--- config.mk ---
export PLATFORM = sky130hd
export DESIGN_NAME = physical_iob_delay_ctrl
export DESIGN_NICKNAME = d
export VERILOG_FILES = /design/src/rtl/physical_iob_delay_ctrl_pkg.sv /design/src/rtl/physical_iob_delay_arbiter.sv /design/src/rtl/physical_iob_delay_ctrl.sv
export SDC_FILE = /design/constraint.sdc
export NUM_CORES = 1
export LEC_CHECK = 0
export CAP_MARGIN = 20
export CORE_UTILIZATION = 47
export CTS_CLUSTER_DIAMETER = 150
export DETAILED_ROUTE_END_ITERATION = 6
export PLACE_DENSITY = 0.84
export SLEW_MARGIN = 15
export SYNTH_ARGS = -nofsm -noshare
export SYNTH_HDL_FRONTEND = slang
export SYNTH_HIERARCHICAL = 1
export SYNTH_SLANG_ARGS = --single-unit
--- constraint.sdc ---
create_clock -name i_clk_200 -period 2.2 [get_ports i_clk_200]
set_input_delay 0.33 -clock i_clk_200 [delete_from_list [all_inputs] [get_ports i_clk_200]]
set_output_delay 0.33 -clock i_clk_200 [all_outputs]
set_load 0.01 [all_outputs]
--- src/rtl/physical_iob_delay_ctrl_pkg.sv ---
// Shared encodings for the IDELAY tap controller.
// Holds grant and FSM state encodings and the default tap width.
// Imported by the arbiter and the controller top.
package physical_iob_delay_ctrl_pkg;

  localparam int TAB_WIDTH_DEF = 5;

  typedef enum logic [1:0] {
    GRANT_NONE = 2'd0,
    GRANT_CAL  = 2'd1,
    GRANT_MON  = 2'd2,
    GRANT_MAN  = 2'd3
  } grant_t;

  typedef enum logic [1:0] {
    ST_IDLE   = 2'd0,
    ST_LOAD   = 2'd1,
    ST_SETTLE = 2'd2,
    ST_ACK    = 2'd3
  } state_t;

endpackage

--- src/rtl/physical_iob_delay_arbiter.sv ---
// Fixed-priority tap-update request selector: man (when enabled) > cal > mon.
// Latency: combinational, no state.
// Backpressure: while man mode is enabled, cal and mon are never selected and stay pending.
module physical_iob_delay_arbiter
  import physical_iob_delay_ctrl_pkg::*;
(
  input  logic   cal_req,
  input  logic   mon_req,
  input  logic   man_enable,
  input  logic   man_req,
  output grant_t grant_sel
);

  // Pick the highest-priority active requester; man mode blocks the others outright.
  always_comb begin
    grant_sel = GRANT_NONE;
    if (man_enable) begin
      if (man_req) grant_sel = GRANT_MAN;
    end else if (cal_req) begin
      grant_sel = GRANT_CAL;
    end else if (mon_req) begin
      grant_sel = GRANT_MON;
    end
  end

endmodule

--- src/rtl/physical_iob_delay_ctrl.sv ---
// Serialises IDELAY tap updates for the master and monitor ISERDES paths.
// Latency: req->ack 2+SETTLE_CYCLES cycles, 1 cycle when the requested taps already match.
// Backpressure: level requests held until the one-cycle ack; losers stay pending.
// Optional: DELAY_CTRL_STEP_LIMIT_EN limits monitor-requested moves to one tap per transfer.
module physical_iob_delay_ctrl
  import physical_iob_delay_ctrl_pkg::*;
#(
  parameter int TAB_WIDTH        = TAB_WIDTH_DEF,
  parameter int SETTLE_CYCLES    = 8,
  parameter int SETTLE_CNT_WIDTH = 4
) (
  input  logic                 i_clk_200,
  input  logic                 local_clk_200_rst,
  input  logic                 i_cal_req,
  input  logic [TAB_WIDTH-1:0] i_cal_master_tabs,
  output logic                 o_cal_ack,
  input  logic                 i_mon_req,
  input  logic [TAB_WIDTH-1:0] i_mon_master_tabs,
  input  logic [TAB_WIDTH-1:0] i_mon_monitor_tabs,
  output logic                 o_mon_ack,
  input  logic                 i_man_enable,
  input  logic                 i_man_req,
  input  logic [TAB_WIDTH-1:0] i_man_tabs,
  output logic                 o_man_ack,
  output logic [TAB_WIDTH-1:0] o_master_delay,
  output logic [TAB_WIDTH-1:0] o_monitor_delay,
  output logic                 o_delay_ld,
  output logic                 o_busy,
  output logic [1:0]           o_grant,
  output logic                 o_update_wr
);

  localparam logic [SETTLE_CNT_WIDTH-1:0] SETTLE_LAST =
    SETTLE_CNT_WIDTH'((SETTLE_CYCLES > 0) ? (SETTLE_CYCLES - 1) : 0);

  state_t                      state, state_nxt;
  grant_t                      grant_q, grant_nxt, win;
  logic [SETTLE_CNT_WIDTH-1:0] settle_cnt;
  logic [TAB_WIDTH-1:0]        mon_master_new, mon_monitor_new;
  logic [TAB_WIDTH-1:0]        win_master, win_monitor;
  logic                        win_sets_monitor, win_equal, do_load;

  physical_iob_delay_arbiter u_arb (
    .cal_req    (i_cal_req),
    .mon_req    (i_mon_req),
    .man_enable (i_man_enable),
    .man_req    (i_man_req),
    .grant_sel  (win)
  );

`ifdef DELAY_CTRL_STEP_LIMIT_EN
  // Monitor moves each tap by at most one step toward its target per transfer.
  always_comb begin
    mon_master_new  = o_master_delay;
    mon_monitor_new = o_monitor_delay;
    if (i_mon_master_tabs > o_master_delay)       mon_master_new  = o_master_delay + 1'b1;
    else if (i_mon_master_tabs < o_master_delay)  mon_master_new  = o_master_delay - 1'b1;
    if (i_mon_monitor_tabs > o_monitor_delay)      mon_monitor_new = o_monitor_delay + 1'b1;
    else if (i_mon_monitor_tabs < o_monitor_delay) mon_monitor_new = o_monitor_delay - 1'b1;
  end
`else
  // Monitor values pass straight through.
  always_comb begin
    mon_master_new  = i_mon_master_tabs;
    mon_monitor_new = i_mon_monitor_tabs;
  end
`endif

  // Select the winner's tap data and decide whether any targeted tap actually changes.
  always_comb begin
    win_master       = o_master_delay;
    win_monitor      = o_monitor_delay;
    win_sets_monitor = 1'b0;
    case (win)
      GRANT_CAL: win_master = i_cal_master_tabs;
      GRANT_MAN: win_master = i_man_tabs;
      GRANT_MON: begin
        win_master       = mon_master_new;
        win_monitor      = mon_monitor_new;
        win_sets_monitor = 1'b1;
      end
      default: ;
    endcase
    win_equal = (win_master == o_master_delay) &&
                (!win_sets_monitor || (win_monitor == o_monitor_delay));
  end

  // FSM state register.
  always_ff @(posedge i_clk_200 or negedge local_clk_200_rst) begin
    if (!local_clk_200_rst) state <= ST_IDLE;
    else                    state <= state_nxt;
  end

  // Next-state and grant bookkeeping; grants are only taken from IDLE.
  always_comb begin
    state_nxt = state;
    grant_nxt = grant_q;
    do_load   = 1'b0;
    case (state)
      ST_IDLE: begin
        grant_nxt = win;
        if (win != GRANT_NONE) begin
          state_nxt = win_equal ? ST_ACK : ST_LOAD;
          do_load   = !win_equal;
        end
      end
      ST_LOAD:   state_nxt = (SETTLE_CYCLES == 0) ? ST_ACK : ST_SETTLE;
      ST_SETTLE: if (settle_cnt == SETTLE_LAST) state_nxt = ST_ACK;
      ST_ACK: begin
        state_nxt = ST_IDLE;
        grant_nxt = GRANT_NONE;
      end
      default: state_nxt = ST_IDLE;
    endcase
  end

  // Output registers double as the latched request data: taps and strobes land with LOAD.
  always_ff @(posedge i_clk_200 or negedge local_clk_200_rst) begin
    if (!local_clk_200_rst) begin
      grant_q         <= GRANT_NONE;
      settle_cnt      <= '0;
      o_master_delay  <= '0;
      o_monitor_delay <= '0;
      o_delay_ld      <= 1'b0;
      o_update_wr     <= 1'b0;
      o_busy          <= 1'b0;
      o_cal_ack       <= 1'b0;
      o_mon_ack       <= 1'b0;
      o_man_ack       <= 1'b0;
    end else begin
      grant_q     <= grant_nxt;
      o_delay_ld  <= do_load;
      o_update_wr <= do_load;
      o_busy      <= (state_nxt != ST_IDLE);
      o_cal_ack   <= (state_nxt == ST_ACK) && (state != ST_ACK) && (grant_nxt == GRANT_CAL);
      o_mon_ack   <= (state_nxt == ST_ACK) && (state != ST_ACK) && (grant_nxt == GRANT_MON);
      o_man_ack   <= (state_nxt == ST_ACK) && (state != ST_ACK) && (grant_nxt == GRANT_MAN);
      if (do_load) begin
        o_master_delay <= win_master;
        if (win_sets_monitor) o_monitor_delay <= win_monitor;
      end
      if (state == ST_SETTLE) settle_cnt <= settle_cnt + 1'b1;
      else                    settle_cnt <= '0;
    end
  end

  assign o_grant = grant_q;

endmodule
==> metrics.yaml, run 1 <==
fmax_ghz: 0.465
final_cell_area_um2: 2140
ys.flop_type: "dfrtp_1"
multi_input_area_um2: 907
cts_tree: "done"
coreArea_um2: 2850
rsz0062_at_grt: "yes"
fp.dieH_um: 57.9
die_area_um2: 3350
fin_skew_ns: 0.00154
seq_area_um2: 576
cts_buffers: 3
syn-cell-area_um2: 1470
async_flop_share: 1.00
gp_congestion: 0.951
portBuffers: 43
endpoint_kind: "flip-flop"
wl_um: 3480
violations: "DRC"
cp_max_fo: 4
hold_ws_ns: 0.357
slew_viol_final: 0
track_usage: 0.213
pwr_density_cell_nw_per_um2: 1100
synth_edf_count: 0
critPathKind: "reg2reg"
clock_latency_ns: 0.31
post_dp_cell_area_um2: 2040
slew_headroom: 0.685
rrSetupSlack_ns: 0.05
antenna_found_initial: 0
grt_pass1_wl_um: 5540
diodes: 0
hold_path_class: "in2async"
finalSetupViolCount: 0
ys_seq_elements: 23
crit_path_start: "o_master_delay[2]$_DFFE_PN0P_"
viasPerCell: 5.70
ir_drop_mv: 0.725
start_kind: "flip-flop"
boundaryPins: 44
post_synth_num_cell_types: 38
cts_sinks: 23
grt_max_degree: 24
grt_pass1_vias: 1278
p_leak_uw: 0.000878
reg2reg_depth: 5
nFillCells: 197
dr.pass1.iters: 6
chipWidth_um: 57.9
rows: 19
synth_warnings: 6
fin_crit_sh: 0.977
htree_num_levels: 1
drtIter0Drc: 54
drc: 6
drive_gt1_frac: 0.279
hpwl_um: 2490
synth_cells: 128
syn_avg_cell_area_um2: 11.5
root_buffer: "clkbuf_4"
grt_overflow: 0
area_growth_pct: 46.0
power_uw: 2350
initial_core_util: 0.514
rr_endpoint: "o_mon_ack$_DFF_PN0_"
arrival_ns: 2.37
clk_pin_slew_worst_paths_ns: 0.13
max_cap_viol_count: 0
worstMarginPinSlew_ns: 0.468
seq_area_frac_synth: 0.392
wire_per_inst_um: 15.8
cts_buffer_depth: 2
reg2reg_from: "o_master_delay[2]$_DFFE_PN0P_"
hold_viol_final: 0
drtAntennaViolNets: 0
fin_crit_ns: 2.15
outcome: "finished with violations"
worstPathRequired_ns: 2.42
layout.nets: 222
timing.setup.tns_ns: 0
syn-num-nets: 159
vias: 1260
## how the worst max path moves through the flow
stage	cells past startpoint	end
floorplan	7	o_monitor_delay[0]$_DFFE_PN0P_
global placement	8	o_master_delay[4]$_DFFE_PN0P_
detailed placement	8	o_master_delay[2]$_DFFE_PN0P_
CTS	8	o_monitor_delay[4]$_DFFE_PN0P_
global route	5	o_mon_ack$_DFF_PN0_
finish	5	o_mon_ack$_DFF_PN0_
## flip-flops by register name, summed over array words and instances, names as in the netlist
name             cells
o_man_ack            1
o_monitor_delay      5
settle_cnt           4
o_busy               1
state                2
o_mon_ack            1
o_cal_ack            1
o_update_wr          1
o_master_delay       5
o_grant              2
## layout make-up
cell class                 count  area share
clock buffer                   3      0.0105
clock inverter                 1     0.00234
inverter                       6      0.0105
multi-input combinational     95       0.423
sequential                    23       0.269
tap                           31      0.0181
timing repair buffer          62       0.266
## cell usage after synthesis, types with 4 or more instances
| cell | number | area share |
|---|---|---|
| or3_1 | 4 | 0.017 |
| mux2_2 | 8 | 0.061 |
| xnor2_1 | 13 | 0.078 |
| dfrtp_1 | 23 | 0.39 |
| mux2i_1 | 4 | 0.027 |
| nand2_1 | 8 | 0.020 |
| nand3_1 | 5 | 0.017 |
| nor4_1 | 4 | 0.017 |
| o21ai_0 | 4 | 0.014 |
| inv_1 | 6 | 0.015 |
| ha_1 | 5 | 0.043 |
## what timing repair did
action,CTS,global route
pin swaps,4,2
setup endpoints to repair,16,11
hold buffers,0,0
buffers inserted,1,0
resized for setup,7,8
## cell families (layout without fill, tap and decap cells)
kind of cell,Yosys count,in the layout,share of synthesized area
AOI/OAI and AO/OA,20,20,0.137
buffers and inverters,10,72,0.0358
xor gates and xnor gates,16,16,0.101
adders and majority gates,5,5,0.0426
DFF,23,23,0.392
and+or+nand+nor,38,38,0.147
muxes,16,16,0.145
## metal layers
metal  wire length [um]  global-route usage  up-vias  share of wire
met4                 14              0.0714        0         0.0040
met1               1460               0.273      626           0.42
met5                  0                   0        -              0
met3                217              0.0357        2          0.062
met2               1790               0.366       43           0.51
li1                   -                   -      589              -
## metrics by stage
stage	util	worst slack, ns	std cells
2_1_floorplan	-	0.0351	128
3_3_place_gp	0.716	-0.542	216
3_5_place_dp	0.716	-0.588	216
4_1_cts	0.735	0.0291	221
5_1_grt	0.751	-0.0316	221
6_report	0.751	0.0511	221
## layout by cell type (no fill, tap or decap), types with 2 or more instances in the layout
master           Yosys  layout
a21oi_1              2       2
and2_1               3       3
buf_4                2      19
clkbuf_4             0       3
clkdlybuf4s50_1      0      40
dfrtp_1             23      23
dlygate4sd2_1        0       2
ha_1                 5       5
inv_1                6       6
mux2_2               8       8
mux2i_1              4       3
mux4_2               2       2
nand2_1              8       8
nand2b_1             3       3
nand3_1              5       5
nor2_1               3       2
nor2b_1              3       3
nor3_1               3       3
nor4_2               0       4
o21ai_0              4       4
o221a_2              3       3
or3_1                4       4
xnor2_1             13      12
xor2_1               2       2
## report_power, final
group          switching, uW  internal [uW]  total, uW
Clock                    135           68.0        203
Combinational            622            773       1390
Sequential               172            581        753
Total                    928           1420       2350
## critical path, cell delays in order, from the launching register on
cell	delay, ns
dfrtp_1	0.47
xor2_1	0.21
or3_1	0.41
a221oi_2	0.38
a41oi_2	0.27
nor4_2	0.32
(Power assumes the default switching activity.)
==> inputs of run 2 (changes only) <==
Settings changed: CORE_UTILIZATION 47 to 55, DONT_BUFFER_PORTS set to 1, PLACE_DENSITY 0.84 to 0.74.
==> metrics.yaml, run 2 (synthesized netlist as in run 1, its figures left out) <==
cts_sinks: 23  # unchanged
viasPerCell: 6.20  # was 5.70
p_sw_uw: 803  # was 928 uW
drtIter0Drc: 22  # was 54
drtAntennaViolNets: 0  # unchanged
htree_num_levels: 1  # unchanged
power.internal_uw: 1080  # was 1420 uW
hold_path_class: "in2reg"  # was in2async
worstMarginPinSlew_ns: 0.703  # was 0.468 ns
chipWidth_um: 53.7  # was 57.9 um
cp_max_fo: 6  # was 4
grt_max_degree: 24  # unchanged
dr.pass1.iters: 4  # was 6
fin_crit_ns: 2.06  # was 2.15 ns
root_buffer: "clkbuf_4"  # unchanged
grt-busiest-layer: "met2"  # unchanged
gp_congestion: 0.887  # was 0.951
hold_viol_final: 0  # unchanged
finalSetupViolCount: 0  # unchanged
grt_pass1_vias: 1103  # was 1278
initial_core_util: 0.587  # was 0.514
antenna_found_initial: 0  # unchanged
hold_ws_ns: 0.157  # was 0.357 ns
slew_viol_final: 0  # unchanged
switching_share: 0.427  # was 0.395
wire_per_inst_um: 17.5  # was 15.8 um
arrival_ns: 2.28  # was 2.37 ns
start_kind: "flip-flop"  # unchanged
vias: 1036  # was 1260
largestRegisters: "o_master_delay (5), o_monitor_delay (5), settle_cnt (4)"  # unchanged
timing.setup.tns_ns: 0  # unchanged
fmax_ghz: 0.485  # was 0.465 GHz
cts_buffer_depth: 2  # unchanged
comb_power_share: 0.467  # was 0.593
clk_pin_slew_worst_paths_ns: 0.13  # about the same
max_cap_viol_count: 0  # unchanged
p_seq_frac: 0.429  # was 0.320
pwr_density_cell_nw_per_um2: 1200  # was 1100 nW/um2
track_usage: 0.239  # was 0.213
fin_crit_sh: 0.938  # was 0.977
grt_util_met2: 0.410  # was 0.366
cts_resized: 0  # was 7
cts_tree: "done"  # unchanged
layout_commonest_cell: "dfrtp_1"  # was clkdlybuf4s50_1
outcome: "finished, final reports clean"  # was finished with violations
grtUsageMet1: 0.285  # was 0.273
drive_gt1_frac: 0.248  # was 0.279
critPathKind: "reg2reg"  # unchanged
ir_drop_mv: 0.777  # was 0.725 mV
drc: 0  # was 6
endpoint_kind: "flip-flop"  # unchanged
boundaryPins: 44  # unchanged
clock_latency_ns: 0.31  # about the same
cts_buffers: 3  # unchanged
area_growth_pct: 6.99  # was 46.0%
utilization: 0.628  # was 0.751
p_clk_frac: 0.104  # was 0.086
wl_um: 2920  # was 3480 um
power_uw: 1880  # was 2350 uW
coreArea_um2: 2500  # was 2850 um2
fin_skew_ns: 0.00323  # was 0.00154 ns
portBuffers: 0  # was 43
p_leak_uw: 0.000645  # was 0.000878 uW
rows: 18  # was 19
hpwl_um: 2280  # was 2490 um
grt_pass1_wl_um: 4820  # was 5540 um
worstPathRequired_ns: 2.41  # was 2.42 ns
diodes: 0  # unchanged
slew_headroom: 0.527  # was 0.685
fp.dieH_um: 53.7  # was 57.9 um
layout.nets: 169  # was 222
rsz0062_at_grt: "yes"  # unchanged
layout_common_cells: "dfrtp_1, xnor2_1, nand2_1, mux2_2, buf_4"  # was clkdlybuf4s50_1, dfrtp_1, buf_4, xnor2_1
grt_overflow: 0  # unchanged
die_area_um2: 2880  # was 3350 um2
grt_use_met3: 0.0395  # was 0.0357
## run 2: changes by cell type in the layout (fill, tap and decap cells not counted), sizes merged
| cell | previous run | this run |
|---|---|---|
| buf | 19 | 8 |
| clkdlybuf4s15 | 1 | 0 |
| dlygate4sd2 | 2 | 0 |
| dlygate4sd3 | 0 | 1 |
| clkdlybuf4s50 | 40 | 0 |
## run 2: final timing paths
check                                              start                              to  slack, ns  depth (start not counted)
max in group asynchronous              local_clk_200_rst             o_cal_ack$_DFF_PN0_       1.34                          2
max reg2reg                o_master_delay[2]$_DFFE_PN0P_   o_master_delay[3]$_DFFE_PN0P_       0.14                          5
min in group asynchronous              local_clk_200_rst           o_update_wr$_DFF_PN0_       0.51                          2
max                        o_master_delay[2]$_DFFE_PN0P_   o_master_delay[3]$_DFFE_PN0P_       0.14                          5
min                                i_mon_monitor_tabs[3]  o_monitor_delay[3]$_DFFE_PN0P_       0.16                          1
min reg2reg                      settle_cnt[0]$_DFF_PN0_         settle_cnt[0]$_DFF_PN0_       0.48                          1
## run 2: repair_timing
item / CTS / global route
endpoints found under the setup margin: 0 / 1
hold endpoints to repair: 23 / 16
buffers inserted: 0 / 0
hold buffers: 1 / 1
## run 2: per-layer routing
metal,part of all wire,up-vias
met4,0.030,0
li1,-,488
met3,0.067,11
met5,0,-
met2,0.51,45
met1,0.39,492
## run 2: metrics by stage
stage	cells	setup WS [ns]	instance area, um2
2_1_floorplan	128	0.0351	1470
3_3_place_gp	161	-0.0965	1530
3_5_place_dp	161	-0.116	1530
4_1_cts	166	0.118	1570
5_1_grt	167	-0.00448	1570
6_report	167	0.136	1570
## run 2: cell type report
| class | count | area [um2] |
|---|---|---|
| Inverter | 6 | 22.5 |
| Clock buffer | 3 | 22.5 |
| Clock inverter | 1 | 5.00 |
| Fill cell | 208 | 930 |
| Sequential cell | 23 | 576 |
| Multi-Input combinational cell | 95 | 840 |
| Timing Repair Buffer | 9 | 67.6 |
| Tap cell | 30 | 37.5 |
## run 2: critical path: stages, from the launching register on
cell	delay, ns
dfrtp_1	0.47
xor2_1	0.21
or3_1	0.39
a221oi_2	0.31
a31oi_2	0.24
o221a_2	0.34
## run 2: power groups by stage
| stage | Sequential [uW] | Combinational, uW | Clock [uW] |
|---|---|---|---|
| floorplan | 785 | 699 | 0 |
| global placement | 813 | 839 | 0 |
| detailed placement | 819 | 870 | 0 |
| CTS | 811 | 885 | 202 |
| global route | 838 | 975 | 226 |
| finish | 807 | 877 | 196 |
